--- src/rtl/ex_hazard_ctrl.sv ---
// Hazard and freeze control for a 5-stage pipeline: load-use bubbles, redirect flushes,
// memory-busy freezes, and saturating stall/flush event counters.
module ex_hazard_ctrl (
  input  logic        Clk,
  input  logic        Reset,
  input  logic        ID_EX_MemRead,
  input  logic [4:0]  ID_EX_rd,
  input  logic [4:0]  IF_ID_rs,
  input  logic [4:0]  IF_ID_rt,
  input  logic        IF_ID_UsesRt,
  input  logic        EX_Redirect,
  input  logic        MemBusy,
  input  logic        CntClear,
  output logic        PCWrite,
  output logic        IF_ID_Write,
  output logic        IF_ID_Flush,
  output logic        ID_EX_Flush,
  output logic        PipeFreeze,
  output logic [15:0] StallCount,
  output logic [15:0] FlushCount,
  output logic [1:0]  State
);

  typedef enum logic [1:0] {
    RUN    = 2'b00,
    BUBBLE = 2'b01,
    FLUSH  = 2'b10,
    HOLD   = 2'b11
  } state_t;

  typedef enum logic [1:0] {
    EV_NONE,
    EV_FREEZE,
    EV_REDIRECT,
    EV_STALL
  } event_t;

  state_t state;
  state_t next_state;
  state_t ret_state;
  state_t eff_state;
  event_t ev;
  logic   load_use;
  logic   stall_inc;
  logic   flush_inc;

  assign load_use = ID_EX_MemRead && (ID_EX_rd != 5'd0) &&
                    ((ID_EX_rd == IF_ID_rs) || (IF_ID_UsesRt && (ID_EX_rd == IF_ID_rt)));

  // On release from HOLD the FSM behaves exactly as the state it froze in.
  assign eff_state = (state == HOLD) ? ret_state : state;

  // Prioritised event decode shared by next-state and output logic.
  always_comb begin
    ev = EV_NONE;
    if (Reset)
      ev = EV_NONE;
    else if (MemBusy)
      ev = EV_FREEZE;
    else if (EX_Redirect)
      ev = EV_REDIRECT;
    else if (load_use && (eff_state == RUN))
      ev = EV_STALL;
  end

  always_ff @(posedge Clk) begin
    if (Reset) begin
      state     <= RUN;
      ret_state <= RUN;
    end else begin
      state <= next_state;
      // A freeze that extends an existing HOLD keeps the originally saved state.
      if (MemBusy && (state != HOLD))
        ret_state <= state;
    end
  end

  always_comb begin
    next_state = RUN;
    stall_inc  = 1'b0;
    flush_inc  = 1'b0;
    unique case (ev)
      EV_FREEZE:   next_state = HOLD;
      EV_REDIRECT: begin
        next_state = FLUSH;
        flush_inc  = 1'b1;
      end
      EV_STALL: begin
        next_state = BUBBLE;
        stall_inc  = 1'b1;
      end
      default:     next_state = RUN;
    endcase
  end

  always_comb begin
    PCWrite     = 1'b1;
    IF_ID_Write = 1'b1;
    IF_ID_Flush = 1'b0;
    ID_EX_Flush = 1'b0;
    PipeFreeze  = 1'b0;
    unique case (ev)
      EV_FREEZE: begin
        PCWrite     = 1'b0;
        IF_ID_Write = 1'b0;
        PipeFreeze  = 1'b1;
      end
      EV_REDIRECT: begin
        IF_ID_Flush = 1'b1;
        ID_EX_Flush = 1'b1;
      end
      EV_STALL: begin
        PCWrite     = 1'b0;
        IF_ID_Write = 1'b0;
        ID_EX_Flush = 1'b1;
      end
      default: ;
    endcase
  end

  always_ff @(posedge Clk) begin
    if (Reset || CntClear)
      StallCount <= '0;
    else if (stall_inc && (StallCount != '1))
      StallCount <= StallCount + 16'd1;
  end

  always_ff @(posedge Clk) begin
    if (Reset || CntClear)
      FlushCount <= '0;
    else if (flush_inc && (FlushCount != '1))
      FlushCount <= FlushCount + 16'd1;
  end

  assign State = state;

endmodule

--- config.mk ---
export PLATFORM = sky130hd
export DESIGN_NAME = ex_hazard_ctrl
export DESIGN_NICKNAME = d
export VERILOG_FILES = /design/src/rtl/ex_hazard_ctrl.sv
export SDC_FILE = /design/constraint.sdc
export NUM_CORES = 1
export LEC_CHECK = 0
export CAP_MARGIN = 20
export CORE_MARGIN = 3
export CORE_UTILIZATION = 49
export CTS_BUF_LIST = sky130_fd_sc_hd__clkbuf_4 sky130_fd_sc_hd__clkbuf_8
export CTS_CLUSTER_SIZE = 24
export DETAILED_ROUTE_END_ITERATION = 7
export PLACE_DENSITY = 0.83
export SLEW_MARGIN = 20
export SYNTH_ARGS = -nofsm -noshare
export SYNTH_HDL_FRONTEND = slang
export SYNTH_SLANG_ARGS = --single-unit
--- constraint.sdc ---
create_clock -name Clk -period 3.2 [get_ports Clk]
set_input_delay 0.64 -clock Clk [delete_from_list [all_inputs] [get_ports Clk]]
set_output_delay 0.64 -clock Clk [all_outputs]
set_load 0.02 [all_outputs]
* After elaboration in Yosys (flattened, before gate mapping) *
Cells that the tools add are included.

word-level totals
  register bits after elaboration = 36
  bits of input ports = 22
  output and inout bits = 39

operators by class
  add/sub/neg operators = 2
  equality and inequality tests = 9
  multiplexer cells = 11
  reduce and logical (&&, ||, !) cells = 13

operator list
  cell                     number
  $add A16 B1 Y16 const B  2
  $ne A16 B16 Y1 const B   2
  $eq A5 B5 Y1             2
  $mux W2                  5
  $logic_and A1 B1 Y1      7
  $eq A2 B2 Y1 const B     3
  $pmux W2 S3              1
  $mux W1                  5
  $reduce_bool A5 Y1       1
  $reduce_or A2 Y1         2
  $eq A2 B1 Y1 const B     1
  $logic_not A2 Y1         1
  $logic_or A1 B1 Y1       2
  $ne A2 B2 Y1 const B     1

* Depth between registers and ports, before layout *
Gate-level depths: netlist of the first run.

  depth in word-level cells = 12
  gate-level depth with buffers = 9

* Least setup slack after synthesis of the first run *
Ideal clock, no wire load.

  path kind = input to output
  start point = in ID_EX_rd[1]
  end point = out ID_EX_Flush
  arrival = 2.346 ns
  required time = 2.560 ns
  path slack = 0.214 ns
  cell stages on the path = 6
  buffers on the path = 0
  path through = or4_1 o2111ai_1 o31a_1 ha_1 inv_1 nand2_1

on the way
  longest elaborated chain between the ends = 12
  elaborated cells between the ends (all ways) = 16

RTL lines
  what                            RTL line  text
  from (decl)                     7         input logic [4:0] ID_EX_rd,
  $eq A5 B5 Y1                    48        ((ID_EX_rd == IF_ID_rs) || (IF_ID_UsesRt && (ID_EX_rd == IF_ID_rt)));
  $logic_and A1 B1 Y1             48
  $logic_or A1 B1 Y1              48
  $logic_and A1 B1 Y1 (*)         47        assign load_use = ID_EX_MemRead && (ID_EX_rd != 5'd0) &&
  $logic_and A1 B1 Y1 (*)         62        else if (load_use && (eff_state == RUN))
  $mux W2 (*)                     62
  $mux W2 (*)                     60        else if (EX_Redirect)
  $mux W2 (*)                     58        else if (MemBusy)
  $mux W2 (*)                     56        if (Reset)
  $eq A2 B2 Y1                    102       unique case (ev)
  $reduce_or A2 Y1 (no line) (*)  n/a
  $mux W1 (*)                     102
  to (decl)                       17        output logic ID_EX_Flush,

Every way passes the cells marked *; elsewhere a longest branch is shown, timed or not.

* Worst setup path after layout of the first run *
  start point = in IF_ID_rt[4]
  end point = out IF_ID_Flush

on the way
  longest elaborated chain between the ends = 11

RTL lines
  what                 RTL line  text
  from (decl)          9         input logic [4:0] IF_ID_rt,
  $eq A5 B5 Y1         48
  $logic_and A1 B1 Y1  48
  $logic_or A1 B1 Y1   48
  $logic_and A1 B1 Y1  47
  $logic_and A1 B1 Y1  62
  $mux W2              62
  $mux W2              60
  $mux W2              58
  $mux W2              56
  $eq A2 B2 Y1         102
  $mux W1              102
  to (decl)            16        output logic IF_ID_Flush,

No other way between the ends.

==> results of run 1 <==
-- synth_stat cells, drive strengths merged (2+ instances only) --
library cell / instances / share of area (%)
nand4: 14 / 5.3
and3: 6 / 1.8
o2111ai: 2 / 0.85
clkbuf: 8 / 1.5
nor4: 4 / 1.2
o31ai: 12 / 4.4
or3: 7 / 2.1
mux2i: 4 / 1.9
o31a: 2 / 0.85
dfxtp: 36 / 35
nand2: 19 / 3.4
nor3: 6 / 1.5
and4: 6 / 2.5
nor2: 15 / 2.7
ha: 4 / 2.4
o41ai: 3 / 1.3
xor2: 9 / 3.8
inv: 8 / 1.5
a31oi: 4 / 1.2
a21oi: 19 / 4.6
nand3: 12 / 2.9
a41o: 3 / 1.5
o21ai: 11 / 2.7
o311ai: 4 / 1.7
buf: 5 / 1.6
or2: 2 / 0.73
or4: 12 / 4.4
-- per-stage QoR --
step / setup TNS [ps] / hold slack [ps] / setup WS [ps]
after floorplan: 0 / 464 / 214
after global placement: -3810 / 480 / -465
after detailed placement: -5490 / 491 / -514
after CTS: -8.30 / 502 / -8.30
after global routing: 0 / 544 / 18.9
final: 0 / 503 / 117
-- registers in the layout (all words and copies together) (netlist names) --
name and flops:
State 2, ret_state 2, FlushCount 16, StallCount 16
-- path summary, 6_finish.rpt --
kind / end / slack (ps) / depth (start not counted)
setup / recovery: IF_ID_Flush / 120 / 9
hold / removal: ret_state[1] / 500 / 2
setup reg to reg: FlushCount[6] / 670 / 11
hold reg to reg: ret_state[1] / 500 / 2
-- power by group through the flow --
stage               sequential [mW]  clock, mW  combinational [mW]
finish                        0.454      0.313               0.104
global route                  0.455      0.334               0.111
CTS                           0.454      0.320              0.0998
detailed placement            0.464          0               0.102
global placement              0.464          0              0.0999
floorplan                     0.466          0              0.0407
-- layout by cell type, fill, tap and decap left out, types with 5 or more instances in the layout --
cell,instances
a21oi_1,19
and3_1,6
and4_1,6
buf_4,21
clkbuf_8,5
clkdlybuf4s50_1,48
dfxtp_1,36
dlygate4sd2_1,6
inv_1,7
nand2_1,18
nand3_1,12
nand4_1,12
nor2_1,14
nor3_1,6
o21ai_0,11
o31ai_1,10
or3_1,7
or4_1,11
xor2_1,9
-- layout make-up --
type	count	area [um^2]	share of cell area [%]
Clock buffer	6	76.3	2.57
Clock inverter	1	5.00	0.168
Timing Repair Buffer	83	786	26.5
Inverter	8	30.0	1.01
Multi-Input combinational cell	192	1290	43.5
Tap cell	48	60.1	2.02
Sequential cell	36	721	24.3
-- worst max-delay path, delay by kind of cell --
kind | cells | cell delay [ps]
buffers and inverters | 4 | 840
AOI/OAI and AO/OA | 2 | 440
adders and majority gates | 1 | 210
and+or+nand+nor | 1 | 170
xor gates and xnor gates | 1 | 140
-- routing by layer --
layer,routed length (um),vias up
li1,-,1125
met1,2680,1079
met2,2880,73
met3,343,4
met4,47,0
met5,0,-
-- kinds of logic after synthesis --
family          count (synthesis)
xor+xnor                       10
fa+ha+maj                       4
compound gates                 67
buf+inv                        21
mux                             4
flops                          36
simple gates                  107
-- what timing repair did --
action / in CTS / in global routing
setup buffers: 0 / 0
setup endpoints to repair: 5 / 20
cloned: 0 / 0
pin swaps: 2 / 5
gates resized for setup: 18 / 15
==> impl_metrics.json, run 1 <==
{
  "ys_seq_area_share_pct": 34.8,
  "slowest_delay_ps": 410,
  "powerDensity_nw_per_um2": 293,
  "internal-power_mw": 0.662,
  "dieWidth_um": 71.0,
  "vdd_ir_drop_max_uv": 226,
  "cts_tree": "built",
  "grt_overflow": 0,
  "finalCriticalPeriod_ps": 3080,
  "syn_inst": 249,
  "synth_nets": 275,
  "cts-htree-levels": 2,
  "drc_errors": 0,
  "dp_hpwl_um": 4290,
  "min_path_type": "flip-flop to flip-flop",
  "use_met2_pct": 38.6,
  "cts.sinks": 36,
  "wl_per_cell_um": 15.9,
  "clk_path_buf_depth": 2,
  "die_area_um2": 5040,
  "fin_area_um2": 2970,
  "max_freq_mhz": 324,
  "switching_share_pct": 24.1,
  "seq_power_share_pct": 52.1,
  "grtUsageMet3_pct": 5.11,
  "grt_max_degree": 27,
  "synth_seq_cells": 36,
  "io_pins": 61,
  "nFillCells": 301,
  "power_mw": 0.871,
  "gp_congestion": 0.830,
  "antenna_found_initial": 0,
  "ant_nets": 0,
  "rows": 22,
  "antenna_cells": 0,
  "synth_edf_count": 0,
  "slowest_stage": "clkdlybuf4s50_1",
  "num_vias": 2281,
  "grt_first_pass_wirelength_um": 9590,
  "synth_cell_types": 43,
  "synth_compound_area_share_pct": 21.7,
  "synth-simple-area-share_pct": 30.4,
  "layout-drive-gt1-share_pct": 14.4,
  "min_from": "ret_state[1]",
  "cp_common_cell": "buf_6",
  "synth-main-ff-cell": "dfxtp_1",
  "combPwrFrac_pct": 12.0,
  "drtIter0Drc": 132,
  "area_growth_pct": 43.5,
  "synth_fa_ha_area_share_pct": 2.42,
  "synth-xor-area-share_pct": 4.23,
  "postCtsHoldBufs": 0,
  "viasPerCell": 6.10,
  "synthArstFlopShare_pct": 0,
  "stdcell_count": 374,
  "use_met1_pct": 29.8,
  "grt_usage_pct": 23.1,
  "rsz0062_at_grt": "no",
  "nets": 352,
  "start_kind": "input pin",
  "clock_latency_ps": 280,
  "core_um2": 3850,
  "clkPwrFrac_pct": 35.9,
  "synth_top_family_by_area": "simple AND/OR/NAND/NOR gates",
  "port_buffers": 60,
  "hold_viol": 0,
  "yosysWarnings": 0,
  "clock-root-buffer": "clkbuf_8",
  "crit_fanout": 4,
  "setup-violations-final": 0,
  "worstPathArrival_ps": 2440,
  "place_area_um2": 2850,
  "first_pass_iters": 4,
  "cp-startpoint": "IF_ID_rt[4]",
  "dieHeight_um": 71.0,
  "top_usage_layer": "met2",
  "fin_crit_sh_pct": 96.4,
  "numCtsBuffers": 5,
  "crit_chain": "clkdlybuf4s50_1, xor2_1, nor4_1, a32oi_1, buf_4, o31a_1, ha_2, buf_6, buf_6",
  "drv_slew": 0,
  "path_clk_slew_ps": 70,
  "criticalPathCategory": "input pin to output port",
  "switchingPower_mw": 0.210,
  "worstMarginPinSlew_ps": 615,
  "leakage_nw": 1.12,
  "avgSynthCellArea_um2": 8.31,
  "final_util_pct": 77.1,
  "placed_cells": 367,
  "fin_skew_ps": 3.75,
  "syn_area_um2": 2070,
  "cp.required_ps": 2560,
  "worstReg2RegStart": "State[1]",
  "cp-end-kind": "output port",
  "maxCapViolCount": 0,
  "start_util_pct": 53.7,
  "wl_um": 5950,
  "worst_slew_margin_rel_pct": 58.7,
  "grt_pass1_vias": 2099,
  "synthMuxAreaShare_pct": 1.93,
  "status": "complete, no violations"
}
No activity file was read; power rests on OpenSTA's default activity.
==> run 2: changes to the inputs <==
--- a/config.mk
+++ b/config.mk
@@ -5,6 +5,7 @@
 export SDC_FILE = /design/constraint.sdc
 export NUM_CORES = 1
 export LEC_CHECK = 0
+export ABC_CLOCK_PERIOD_IN_PS = 3200
 export CAP_MARGIN = 20
 export CORE_MARGIN = 3
 export CORE_UTILIZATION = 49
==> results of run 2 <==
Final layout, timing and power as in run 1 (identical DEF).
==> run 3: changes to the inputs <==
--- a/config.mk
+++ b/config.mk
@@ -7,7 +7,7 @@
 export LEC_CHECK = 0
 export ABC_CLOCK_PERIOD_IN_PS = 3200
 export CAP_MARGIN = 20
-export CORE_MARGIN = 3
+export CORE_MARGIN = 5
 export CORE_UTILIZATION = 49
 export CTS_BUF_LIST = sky130_fd_sc_hd__clkbuf_4 sky130_fd_sc_hd__clkbuf_8
 export CTS_CLUSTER_SIZE = 24
@@ -17,3 +17,4 @@
 export SYNTH_ARGS = -nofsm -noshare
 export SYNTH_HDL_FRONTEND = slang
 export SYNTH_SLANG_ARGS = --single-unit
+export TNS_END_PERCENT = 10
==> run 3 against run 2 <==
Net effect: sequential share of layout area down 0.54 points; largest power group unchanged; global-route usage fell by 0.072 points; clock-buffer cell count increased by 1; non-clock buffer count is the same; combinational power rose by 8%; sequential power barely moved; critical endpoint unchanged.
==> impl_metrics.json, run 3 (synthesis results as in run 1) <==
{
  "cp-end-kind": "output port",
  "min_path_type": "flip-flop to flip-flop",
  "final_util_pct": 74.9,
  "drv_slew": 0,
  "numCtsBuffers": 5,
  "placed_cells": 368,
  "layout_common_cells": "clkdlybuf4s50_1, dfxtp_1, buf_4",
  "grt_overflow": 0,
  "crit_fanout": 3,
  "fin_crit_sh_pct": 97.1,
  "rsz0062_at_grt": "no",
  "slowest_stage": "clkdlybuf4s50_1",
  "path_clk_slew_ps": 70,
  "final_common_cell": "clkdlybuf4s50_1",
  "r2r.worst_path.cells": 9,
  "wl_um": 6530,
  "ant_nets": 0,
  "multiInputGateArea_um2": 1350,
  "clock-root-buffer": "clkbuf_8",
  "worstReg2RegStart": "State[0]",
  "die_area_um2": 5620,
  "powerDensity_nw_per_um2": 307,
  "ff_latch_area_um2": 721,
  "cp.required_ps": 2560,
  "antenna_cells": 0,
  "cp_common_cell": "buf_4",
  "start_kind": "input pin",
  "viasPerCell": 6.25,
  "antenna_found_initial": 0,
  "slowest_delay_ps": 410,
  "stdcell_count": 376,
  "leakage_nw": 1.13,
  "power_mw": 0.931,
  "maxCapViolCount": 0,
  "largestRegisters": "FlushCount x16, StallCount x16",
  "nets": 352,
  "postCtsHoldBufs": 0,
  "status": "complete, no violations",
  "start_util_pct": 51.0,
  "crit_chain": "clkdlybuf4s50_1, xor2_1, nor4_1, a32oi_1, buf_4, o31a_1, ha_2, buf_4, buf_6",
  "area_growth_pct": 46.8,
  "hold_viol": 0,
  "grt_pass1_vias": 2173,
  "fin_tns_setup_ps": 0,
  "layout-drive-gt1-share_pct": 16.0,
  "r2r-end": "FlushCount[14]",
  "holdWs_ps": 500,
  "port_buffers": 60,
  "first_pass_iters": 4,
  "nFillCells": 310,
  "wl_per_cell_um": 17.4,
  "criticalPathCategory": "input pin to output port",
  "cts_tree": "built",
  "fin_skew_ps": 2.52,
  "setup-violations-final": 0,
  "core_um2": 4060,
  "cts.sinks": 36,
  "max_freq_mhz": 322,
  "worstMarginPinSlew_ps": 951,
  "cp-startpoint": "IF_ID_rt[3]",
  "io_pins": 61,
  "grt_first_pass_wirelength_um": 10200,
  "grt_usage_pct": 23.0,
  "grt_max_degree": 27,
  "dieWidth_um": 75.0,
  "drc_errors": 0,
  "critPathCapture": "IF_ID_Flush",
  "worst_slew_margin_rel_pct": 36.4,
  "dp_hpwl_um": 4410,
  "vdd_ir_drop_max_uv": 332,
  "clock_latency_ps": 290,
  "dieHeight_um": 75.0,
  "num_vias": 2350,
  "rows": 23,
  "drtIter0Drc": 213,
  "worstPathArrival_ps": 2470,
  "cts-htree-levels": 2,
  "gp_congestion": 0.835,
  "rrSetupSlack_ps": 580,
  "finalCriticalPeriod_ps": 3110,
  "clk_path_buf_depth": 2
}
[run 3: cell types whose count changed in the layout (fill, tap and decap cells not counted), sizes merged]
| cell | before | now |
|---|---|---|
| clkbuf | 6 | 7 |
| clkdlybuf4s50 | 48 | 49 |
| dlygate4sd2 | 6 | 3 |
| buf | 25 | 26 |
| clkinv | 1 | 0 |
| clkdlybuf4s15 | 0 | 1 |
[run 3: how the worst min path moves through the flow]
| stage | depth (start not counted) | slack [ps] | end | start |
|---|---|---|---|---|
| floorplan | 2 | 460 | ret_state[0] | ret_state[0] |
| global placement | 2 | 480 | ret_state[0] | ret_state[0] |
| detailed placement | 2 | 480 | ret_state[0] | ret_state[0] |
| CTS | 2 | 490 | ret_state[0] | ret_state[0] |
| global route | 2 | 550 | ret_state[0] | ret_state[0] |
| finish | 2 | 500 | ret_state[0] | ret_state[0] |
[run 3: stage by stage]
step | instance area (um^2) | worst slack, ps
5_1_grt | 3040 | 22.1
2_1_floorplan | 2070 | 214
6_report | 3040 | 93.2
3_5_place_dp | 2840 | -564
3_3_place_gp | 2840 | -443
4_1_cts | 2980 | 2.71
[run 3: where the power goes]
group | switching (mW) | internal (mW)
registers | 0.00290 | 0.451
clock network | 0.174 | 0.192
logic | 0.0564 | 0.0551
total | 0.233 | 0.698
[run 3: metal layers]
layer / GRT usage, % / routed length, um / up-vias
met5: 0 / 0 / -
met4: 5.73 / 93 / 0
met3: 5.34 / 459 / 11
met2: 38.5 / 3260 / 109
met1: 29.9 / 2720 / 1100
li1: - / - / 1130
[run 3: critical path: cells and delay by family]
| kind | cells | cell delay (ps) |
|---|---|---|
| buffers and inverters | 4 | 860 |
| AO/OA/AOI/OAI | 2 | 400 |
| adder cells (fa/ha/maj) | 1 | 190 |
| XOR/XNOR | 1 | 140 |
| AND/OR/NAND/NOR | 1 | 230 |
[run 3: cell type report]
| class | instances | area share, % |
|---|---|---|
| Timing Repair Buffer | 83 | 25.7 |
| Multi-Input combinational cell | 192 | 44.3 |
| Clock buffer | 7 | 3.17 |
| Inverter | 8 | 0.988 |
| Tap cell | 50 | 2.06 |
| Sequential cell | 36 | 23.7 |
[run 3: repair_timing]
item                                    CTS  global route
endpoints found under the setup margin   18            21
gates cloned                              0             0
hold endpoints to repair                  0             0
pin swaps                                 2            12
gates resized for setup                  25            19
buffers inserted                          1             0
